`src/rtl/crinject_stage.sv`:
```
// crinject_stage
// Registered local-flit injection stage for the bufferless deflection router.
// Every channel flit passes through one pipeline register. Flits from the
// local core wait in a small FIFO. At most one of them per cycle is placed
// into the lowest-index channel that carries no flit. As it is injected, its
// direction field is rebuilt from its destination and this router's
// coordinates.
//
// Flit layout (FW = MW+3+YW+XW bits): {meta[MW], dir[3], row[YW], col[XW]}
//
// Ports:
//   clk         clock, all state changes on the rising edge
//   rst         asynchronous active-high reset
//   in_flit     NCH channel flits, channel i at [i*FW +: FW]
//   in_valid    per-channel valid
//   inj_flit    local flit to buffer (its dir field is ignored)
//   inj_valid   local flit offered
//   inj_ready   FIFO can accept a flit this cycle (low while rst is high)
//   out_flit    registered channel flits
//   out_valid   registered channel valids
//   fifo_count  injection FIFO occupancy
//
// Optional feature, enabled by defining CRINJ_STATS_EN:
//   inj_total   saturating 16-bit count of injections
//   inj_blocked saturating 16-bit count of cycles in which the FIFO holds a
//               flit but every channel is busy
module crinject_stage #(
  parameter int NCH      = 4,
  parameter int XW       = 3,
  parameter int YW       = 3,
  parameter int MW       = 2,
  parameter int ROUTER_X = 4,
  parameter int ROUTER_Y = 4,
  parameter int DEPTH    = 4,
  localparam int FW      = MW + 3 + YW + XW
) (
  input  logic                       clk,
  input  logic                       rst,
  input  logic [NCH*FW-1:0]          in_flit,
  input  logic [NCH-1:0]             in_valid,
  input  logic [FW-1:0]              inj_flit,
  input  logic                       inj_valid,
  output logic                       inj_ready,
  output logic [NCH*FW-1:0]          out_flit,
  output logic [NCH-1:0]             out_valid,
  output logic [$clog2(DEPTH+1)-1:0] fifo_count
`ifdef CRINJ_STATS_EN
  ,
  output logic [15:0]                inj_total,
  output logic [15:0]                inj_blocked
`endif
);

  localparam int PW      = (DEPTH > 1) ? $clog2(DEPTH) : 1;
  localparam int CW      = $clog2(DEPTH + 1);
  localparam int DIR_LSB = XW + YW;

  localparam logic [CW-1:0] DEPTH_C  = CW'(DEPTH);
  localparam logic [XW-1:0] RX       = XW'(ROUTER_X);
  localparam logic [YW-1:0] RY       = YW'(ROUTER_Y);
  localparam logic [FW-1:0] DIR_MASK = {{MW{1'b0}}, 3'b111, {(YW + XW){1'b0}}};

  localparam logic [2:0] DIR_EAST  = 3'd0;
  localparam logic [2:0] DIR_WEST  = 3'd1;
  localparam logic [2:0] DIR_NORTH = 3'd2;
  localparam logic [2:0] DIR_SOUTH = 3'd3;
  localparam logic [2:0] DIR_LOCAL = 3'd4;

  logic [FW-1:0]  mem [DEPTH];
  logic [PW-1:0]  rd_ptr;
  logic [PW-1:0]  wr_ptr;
  logic [CW-1:0]  count;

  logic           push;
  logic           pop;
  logic           taken;
  logic [NCH-1:0] inj_sel;

  logic [FW-1:0]  head;
  logic [FW-1:0]  head_fixed;
  logic [XW-1:0]  head_col;
  logic [YW-1:0]  head_row;
  logic [2:0]     head_dir;

  // inj_ready looks only at the current occupancy. A pop in the same cycle
  // does not make room early, which keeps the ready path short.
  assign fifo_count = count;
  assign inj_ready  = !rst && (count < DEPTH_C);
  assign push       = inj_valid && inj_ready;

  // A pop needs a buffered flit and at least one idle channel. count is the
  // value before this edge's push, so a flit cannot be pushed and injected
  // in the same cycle.
  assign pop        = (count != '0) && !(&in_valid);

  assign head       = mem[rd_ptr];
  assign head_col   = head[XW-1:0];
  assign head_row   = head[XW +: YW];

  // Choose the lowest-index idle channel as a one-hot vector. It stays all
  // zero when there is nothing to inject.
  always_comb begin
    inj_sel = '0;
    taken   = 1'b0;
    for (int i = 0; i < NCH; i++) begin
      if (!in_valid[i] && !taken) begin
        inj_sel[i] = pop;
        taken      = 1'b1;
      end
    end
  end

  // Route the head flit with X first, then Y. Only the dir field is
  // replaced; meta, row and col are copied unchanged.
  always_comb begin
    head_dir = DIR_LOCAL;
    if (head_col > RX) begin
      head_dir = DIR_EAST;
    end else if (head_col < RX) begin
      head_dir = DIR_WEST;
    end else if (head_row > RY) begin
      head_dir = DIR_NORTH;
    end else if (head_row < RY) begin
      head_dir = DIR_SOUTH;
    end
    head_fixed = (head & ~DIR_MASK) | (FW'(head_dir) << DIR_LSB);
  end

  // Output pipeline register. A valid channel flit always wins. The one
  // selected idle channel takes the injected flit. Every other idle channel
  // is cleared to zero so that no stale data leaves the stage.
  always_ff @(posedge clk or posedge rst) begin
    if (rst) begin
      out_valid <= '0;
      out_flit  <= '0;
    end else begin
      for (int i = 0; i < NCH; i++) begin
        if (in_valid[i]) begin
          out_valid[i]          <= 1'b1;
          out_flit[i*FW +: FW]  <= in_flit[i*FW +: FW];
        end else if (inj_sel[i]) begin
          out_valid[i]          <= 1'b1;
          out_flit[i*FW +: FW]  <= head_fixed;
        end else begin
          out_valid[i]          <= 1'b0;
          out_flit[i*FW +: FW]  <= '0;
        end
      end
    end
  end

  // FIFO storage has no reset. An empty FIFO is never read, so the contents
  // left behind by a reset do not matter.
  always_ff @(posedge clk) begin
    if (push) begin
      mem[wr_ptr] <= inj_flit;
    end
  end

  // The pointers wrap naturally because DEPTH is a power of two. The count
  // cannot exceed DEPTH because push is gated by inj_ready.
  always_ff @(posedge clk or posedge rst) begin
    if (rst) begin
      rd_ptr <= '0;
      wr_ptr <= '0;
      count  <= '0;
    end else begin
      if (push) begin
        wr_ptr <= wr_ptr + PW'(1);
      end
      if (pop) begin
        rd_ptr <= rd_ptr + PW'(1);
      end
      count <= count + CW'(push) - CW'(pop);
    end
  end

`ifdef CRINJ_STATS_EN
  // Both statistics counters stop at all-ones instead of wrapping, so a
  // long run never reports a misleading small value.
  always_ff @(posedge clk or posedge rst) begin
    if (rst) begin
      inj_total   <= '0;
      inj_blocked <= '0;
    end else begin
      if (pop && (inj_total != 16'hFFFF)) begin
        inj_total <= inj_total + 16'd1;
      end
      if ((count != '0) && (&in_valid) && (inj_blocked != 16'hFFFF)) begin
        inj_blocked <= inj_blocked + 16'd1;
      end
    end
  end
`endif

endmodule

```
`config.mk`:
```
export PLATFORM = sky130hd
export DESIGN_NAME = crinject_stage
export DESIGN_NICKNAME = d
export VERILOG_FILES = /design/src/rtl/crinject_stage.sv
export SDC_FILE = /design/constraint.sdc
export NUM_CORES = 1
export LEC_CHECK = 0
export CAP_MARGIN = 0
export CORE_MARGIN = 3
export CORE_UTILIZATION = 35
export DETAILED_ROUTE_END_ITERATION = 16
export GPL_TIMING_DRIVEN = 0
export HOLD_SLACK_MARGIN = 0.1
export PLACE_DENSITY = 0.68
export RECOVER_POWER = 100
export SYNTH_ARGS = -nofsm -noshare
export SYNTH_HDL_FRONTEND = slang
export SYNTH_SLANG_ARGS = --single-unit
```
`constraint.sdc`:
```
create_clock -name clk -period 2 [get_ports clk]
set_input_delay 0.3 -clock clk [delete_from_list [all_inputs] [get_ports clk]]
set_output_delay 0.3 -clock clk [all_outputs]
set_load 0.05 [all_outputs]
```
==> results of run 1 <==
registers in the layout (all words and copies together), names as in the netlist:
signal      cells
fifo_count      3
mem            32
out_flit       44
out_valid       4
rd_ptr          2
wr_ptr          2
power breakdown:
group	total [mW]	switching (mW)	internal, mW
Combinational	2.80	1.65	1.15
Sequential	2.26	0.114	2.14
Clock	1.20	0.624	0.578
Total	6.26	2.39	3.87
synthesized netlist by cell type:
cell      instances  area (um2)
and3_1            4        25.0
nand3b_1          1        7.51
nor3_1            1        5.00
nor2_1            3        11.3
or3b_2            1        8.76
a21o_1            1        7.51
nand3_1           1        5.00
or2_2             1        6.26
buf_4             2        15.0
xnor2_1           4        35.0
o31ai_2           2        25.0
a22o_2            7        70.1
clkbuf_1          5        18.8
mux4_2            4        90.1
a22o_1           29         254
mux2_2            1        11.3
or3b_1            2        17.5
o41ai_2           2        32.5
nor3b_2           1        12.5
fa_1              1        20.0
nand2b_1          2        12.5
ha_1              6        75.1
dfrtp_1          55        1380
edfxtp_1         32         961
nand2_1           8        30.0
o31ai_1           5        37.5
mux4_1            4         105
xor2_1            1        8.76
and2_1            2        12.5
o311ai_0          1        8.76
nor3b_1           2        15.0
or3_1             1        6.26
buf_6             3        33.8
a41o_1            1        10.0
inv_1             7        26.3
nand4_1           1        6.26
worst max-delay path by stage:
stage | from | end | slack (ps)
after floorplan | fifo_count[2]$_DFF_PP0_ | fifo_count[2]$_DFF_PP0_ | -310
after global placement | rst | fifo_count[1]$_DFF_PP0_ | -850
after detailed placement | in_valid[0] | fifo_count[2]$_DFF_PP0_ | -510
after CTS | fifo_count[0]$_DFF_PP0_ | fifo_count[2]$_DFF_PP0_ | -150
after global routing | fifo_count[1]$_DFF_PP0_ | fifo_count[2]$_DFF_PP0_ | -220
final | fifo_count[1]$_DFF_PP0_ | fifo_count[2]$_DFF_PP0_ | -140
area by class of cell:
type                            count  share of cell area, %
Sequential cell                    87                   46.2
Timing Repair Buffer              123                   23.5
Multi-Input combinational cell    100                   21.2
Tap cell                          129                   3.18
Clock buffer                        9                   2.44
Buffer                             10                   1.48
Clock inverter                      7                   1.41
Inverter                            7                  0.518
Antenna cell                        1                 0.0493
what timing repair did:
action | 4_1_cts | 5_1_grt
setup buffers | 8 | 6
endpoints found under the setup margin | 23 | 21
resized for setup | 8 | 15
pin swaps | 1 | 5
cell usage in the layout (no fill, tap or decap), types with 4 or more instances in the layout:
| cell type | netlist | routed |
|---|---|---|
| clkbuf_8 | 0 | 9 |
| a22o_2 | 7 | 7 |
| o31ai_2 | 2 | 4 |
| edfxtp_1 | 32 | 32 |
| clkdlybuf4s50_1 | 0 | 96 |
| dfrtp_1 | 55 | 52 |
| nand2_1 | 8 | 8 |
| ha_1 | 6 | 4 |
| and3_1 | 4 | 4 |
| mux4_2 | 4 | 6 |
| buf_4 | 2 | 15 |
| dlygate4sd3_1 | 0 | 9 |
| clkbuf_1 | 5 | 5 |
| a22o_1 | 29 | 29 |
| inv_1 | 7 | 5 |
metrics by stage:
| stage | cell area (um2) | TNS (ps) | std cells | power, mW |
|---|---|---|---|---|
| after floorplan | 3430 | -472 | 204 | 3.92 |
| after CTS | 4960 | -153 | 466 | 6.15 |
| after detailed placement | 4690 | -3770 | 442 | 4.76 |
| final | 5070 | -137 | 473 | 6.26 |
| after global routing | 5070 | -232 | 473 | 6.56 |
| after global placement | 4670 | -41920 | 441 | 4.71 |
worst max-delay path, cell delays in order, from the launching register on:
cell and delay, ps:
dfrtp_2 410, or3_4 390, and2_4 160, ha_4 250
inv_2 40, ha_4 150, fa_2 370, xnor2_2 150
xnor2_1 120
routing by layer:
| layer | routed length [um] | share of wire, % | GRT usage (%) | up-vias |
|---|---|---|---|---|
| li1 | - | - | - | 1049 |
| met1 | 3540 | 42 | 19.2 | 1109 |
| met2 | 4310 | 51 | 26.0 | 79 |
| met3 | 434 | 5.2 | 4.14 | 7 |
| met4 | 84 | 1.0 | 5.06 | 0 |
| met5 | 0 | 0 | 0 | - |
logic make-up (layout without fill, tap and decap cells):
group / after synthesis / in the layout / synth area share (%)
buffers and inverters: 17 / 156 / 2.76
AO/OA/AOI/OAI: 48 / 48 / 13.1
XOR/XNOR: 5 / 5 / 1.29
adder cells (fa/ha/maj): 7 / 7 / 2.79
AND/OR/NAND/NOR: 31 / 31 / 5.33
other: 0 / 1 / 0
flip-flops: 87 / 87 / 68.7
multiplexers: 9 / 9 / 6.07
==> flow_summary.json, run 1 <==
{
  "p_leak_nw": 2.03,
  "fmax_ghz": 0.468,
  "yosys_warnings": 0,
  "final_nets": 407,
  "dieHeight_um": 105,
  "layout-drive-gt1-share_pct": 22.4,
  "synthesis.area_um2": 3400,
  "hold_start": "in_valid[2]",
  "min_path_cells": 2,
  "gr-total-overflow": 0,
  "rows": 35,
  "finalWorstSetupSlack_ps": -137,
  "drv_cap": 0,
  "period_share_pct": 107,
  "ir_drop_mv": 0.497,
  "crit_type": "reg -> reg",
  "start_util_pct": 36.5,
  "vias_per_cell": 4.74,
  "postCtsHoldBufs": 0,
  "first_pass_iters": 4,
  "slew_violations": 0,
  "reg2reg_to": "fifo_count[2]$_DFF_PP0_",
  "antenna_found_initial": 1,
  "cts_tree": "yes",
  "clk_path_buf_depth": 2,
  "r2r_slack_ps": -140,
  "vias": 2244,
  "hpwlAfterDp_mm": 6.06,
  "coreArea_um2": 9330,
  "timing.hold.ws_ps": 317,
  "ant_nets": 0,
  "crit_required_ps": 2240,
  "skew_ps": 6.00,
  "worstReg2RegStart": "fifo_count[1]$_DFF_PP0_",
  "port_buffers": 108,
  "finalHoldViolCount": 0,
  "cts_root_buffer": "clkbuf_8",
  "pre_cts_ws_ps": -512,
  "p_per_area_nw_per_um2": 1230,
  "crit_path_max_fanout": 2,
  "max_slew_margin_pct": 49.4,
  "clk_pin_slew_worst_paths_ps": 80,
  "crit_path_start_kind": "register",
  "grt_setup_unrepaired": "yes",
  "period_needed_ps": 2140,
  "regArea_um2": 2340,
  "cts_buffers": 9,
  "area_delta_synth_final_pct": 49.0,
  "cts_sinks": 87,
  "wl_mm": 8.37,
  "multi_input_area_um2": 1080,
  "routabilityCongestion": 0.721,
  "setup_violations": 1,
  "setup.worst_path.end_class": "register",
  "synth-seq-cells": 87,
  "insertion_delay_ps": 350,
  "drt_iter0_markers": 77,
  "hold_end": "out_valid[2]$_DFF_PP0_",
  "boundaryPins": 114,
  "synth_cells": 204,
  "h-tree-depth": 3,
  "syn_avg_cell_area_um2": 16.7,
  "die_area_um2": 10900,
  "die_x_um": 105,
  "route.detailed.drc": 0,
  "utilization_pct": 54.4,
  "yosysSeqAreaShare_pct": 68.7,
  "arrival_ps": 2370,
  "reg2reg_depth": 8,
  "grt_max_degree": 45,
  "nFillCells": 782,
  "grt_pass1_vias": 2296,
  "violations": "negative setup slack",
  "synth_fp_nets": 273,
  "grt_pass1_wl_mm": 12.8,
  "wl_per_cell_um": 17.7,
  "grtUsageTotal_pct": 15.4,
  "ys_types": 36,
  "hold_path_class": "in -> reg",
  "tightest_slew_ps": 756,
  "status": "complete, but fails checks"
}
Power figures use the tool's default switching activity.
==> inputs of run 2 (changes only) <==
CORE_ASPECT_RATIO = 1.5   (was default)
==> flow_summary.json, run 2 (synthesis results as in run 1) <==
{
  "crit_required_ps": 2220,
  "design_area_um2": 5260,
  "vias": 2307,
  "antenna_found_initial": 1,
  "p_int_mw": 4.60,
  "cts_tree": "yes",
  "skew_ps": 4.38,
  "finalWorstSetupSlack_ps": -102,
  "met1_usage_pct": 17.4,
  "largestRegisters": "out_flit x44, mem x32, out_valid x4",
  "nFillCells": 743,
  "setup.worst_path.end_class": "register",
  "power.share.combinational_pct": 41.5,
  "critical_path.max_stage_delay_ps": 400,
  "crit_start": "fifo_count[0]$_DFF_PP0_",
  "grt_max_degree": 42,
  "die_x_um": 86.5,
  "grtUsageMet2_pct": 27.1,
  "area_delta_synth_final_pct": 54.5,
  "final_nets": 410,
  "wl_per_cell_um": 17.9,
  "hpwlAfterDp_mm": 5.87,
  "grtUsageTotal_pct": 15.5,
  "hold_path_class": "in -> async",
  "setup_violations": 4,
  "status": "complete, but fails checks",
  "grt_setup_unrepaired": "yes",
  "worst-path-stages": 8,
  "cp-endpoint": "fifo_count[2]$_DFF_PP0_",
  "ir_drop_mv": 1.23,
  "boundaryPins": 114,
  "cts_sinks": 87,
  "clk_path_buf_depth": 2,
  "reg2reg_to": "fifo_count[2]$_DFF_PP0_",
  "largest_reg_flops": 44,
  "drv_cap": 0,
  "p_per_area_nw_per_um2": 1340,
  "sw_frac_of_total_pct": 34.6,
  "port_buffers": 108,
  "crit_path_start_kind": "register",
  "gr-total-overflow": 0,
  "rows": 43,
  "final_cell_mix": "95 x clkdlybuf4s50_1, 52 x dfrtp_1, 32 x edfxtp_1",
  "slew_violations": 0,
  "busiest_layer": "met2",
  "coreArea_um2": 9360,
  "seqPwrFrac_pct": 32.2,
  "finalNonFillerCells": 459,
  "clk_pin_slew_worst_paths_ps": 60,
  "start_util_pct": 36.4,
  "grt_pass1_wl_mm": 12.6,
  "route.detailed.drc": 0,
  "place_area_um2": 4670,
  "critPathBufInv": 1,
  "worstReg2RegStart": "fifo_count[0]$_DFF_PP0_",
  "drt_iter0_markers": 113,
  "fmax_ghz": 0.476,
  "h-tree-depth": 3,
  "ant_nets": 0,
  "final_common_cell": "clkdlybuf4s50_1",
  "routabilityCongestion": 0.769,
  "crit_slowest_cell": "dfrtp_2",
  "vias_per_cell": 5.03,
  "p_total_mw": 7.04,
  "period_share_pct": 105,
  "crit_path_max_fanout": 2,
  "cts_root_buffer": "clkbuf_16",
  "arrival_ps": 2320,
  "first_pass_iters": 4,
  "switchingPower_mw": 2.44,
  "postCtsHoldBufs": 0,
  "violations": "negative setup slack",
  "crit_type": "reg -> reg",
  "cp_cell_sequence": "or3_4, and2_4, ha_4, inv_2, ha_4, fa_2, xnor2_2, xnor2_1",
  "r2r_slack_ps": -100,
  "tightest_slew_ps": 904,
  "path_common_cell": "ha_4",
  "layout-drive-gt1-share_pct": 23.7,
  "dp_cells": 425,
  "finalHoldViolCount": 0,
  "cts_buffers": 9,
  "reg2reg_depth": 8,
  "critical_path.top_delay_family": "adder cells",
  "wl_mm": 8.24,
  "grt_pass1_vias": 2394,
  "max_slew_margin_pct": 39.7,
  "pwr-share-clk_pct": 26.3,
  "period_needed_ps": 2100,
  "dieHeight_um": 127,
  "insertion_delay_ps": 340,
  "largest_register": "out_flit",
  "die_area_um2": 11000,
  "p_leak_nw": 2.14,
  "use_met3_pct": 4.55
}
run 2: cell types whose count changed in the layout (fill, tap and decap cells not counted), moves of 2 or more:
| cell | previous run | this run |
|---|---|---|
| o31ai_4 | 1 | 3 |
| o31ai_1 | 2 | 0 |
| dlymetal6s2s_1 | 1 | 3 |
| clkbuf_8 | 9 | 0 |
| clkbuf_16 | 0 | 10 |
| bufinv_16 | 1 | 3 |
| inv_6 | 2 | 0 |
| buf_4 | 15 | 17 |
run 2: final cells by class:
class	count	area [um2]	area share (%)
Antenna cell	1	2.50	0.0476
Buffer	10	75.1	1.43
Clock buffer	9	225	4.28
Clock inverter	7	111	2.12
Inverter	7	26.3	0.500
Multi-Input combinational cell	100	1100	20.9
Sequential cell	87	2340	44.5
Tap cell	112	140	2.67
Timing Repair Buffer	126	1240	23.5
run 2: metrics by stage:
stage	utilization, %	setup WS (ps)	hold WS [ps]	setup TNS [ps]
6_report	56.2	-102	397	-137
5_1_grt	56.2	-165	425	-646
4_1_cts	55.1	-128	337	-128
3_5_place_dp	49.9	-556	570	-6760
3_3_place_gp	49.7	-861	566	-45510
2_1_floorplan	-	-305	399	-472
run 2: how the worst min path moves through the flow:
| stage | start | end | slack [ps] |
|---|---|---|---|
| 6_report | rst | wr_ptr[1]$_DFFE_PP0P_ | 400 |
| 3_3_place_gp | wr_ptr[1]$_DFFE_PP0P_ | wr_ptr[1]$_DFFE_PP0P_ | 570 |
| 2_1_floorplan | inj_flit[0] | mem[0][0]$_DFFE_PP_ | 400 |
| 3_5_place_dp | wr_ptr[1]$_DFFE_PP0P_ | wr_ptr[1]$_DFFE_PP0P_ | 570 |
| 5_1_grt | in_valid[2] | out_valid[2]$_DFF_PP0_ | 430 |
| 4_1_cts | rst | wr_ptr[1]$_DFFE_PP0P_ | 340 |
run 2: repair_timing:
action / 4_1_cts / 5_1_grt
buffers inserted: 11 / 5
cloned: 0 / 1
setup endpoints to repair: 29 / 8
gates resized for setup: 16 / 13
pin swaps: 5 / 5
run 2: power by group through the flow:
stage / clock network [mW] / registers (mW) / logic (mW)
floorplan: 0 / 2.98 / 0.948
global placement: 0 / 2.30 / 2.41
detailed placement: 0 / 2.31 / 2.45
CTS: 1.88 / 2.26 / 2.77
global route: 1.94 / 2.30 / 3.10
finish: 1.85 / 2.27 / 2.92
run 2: metal layers:
metal	vias to the layer above	wire [um]
met3	16	638
met1	1127	3050
met2	102	4340
li1	1062	-
met4	0	208
met5	-	0
run 2: worst register-to-register path, stage by stage (launching register included):
cell and delay (ps):
dfrtp_2 400, or3_4 390, and2_4 160, ha_4 250, inv_2 40, ha_4 140, fa_2 340, xnor2_2 140
xnor2_1 120
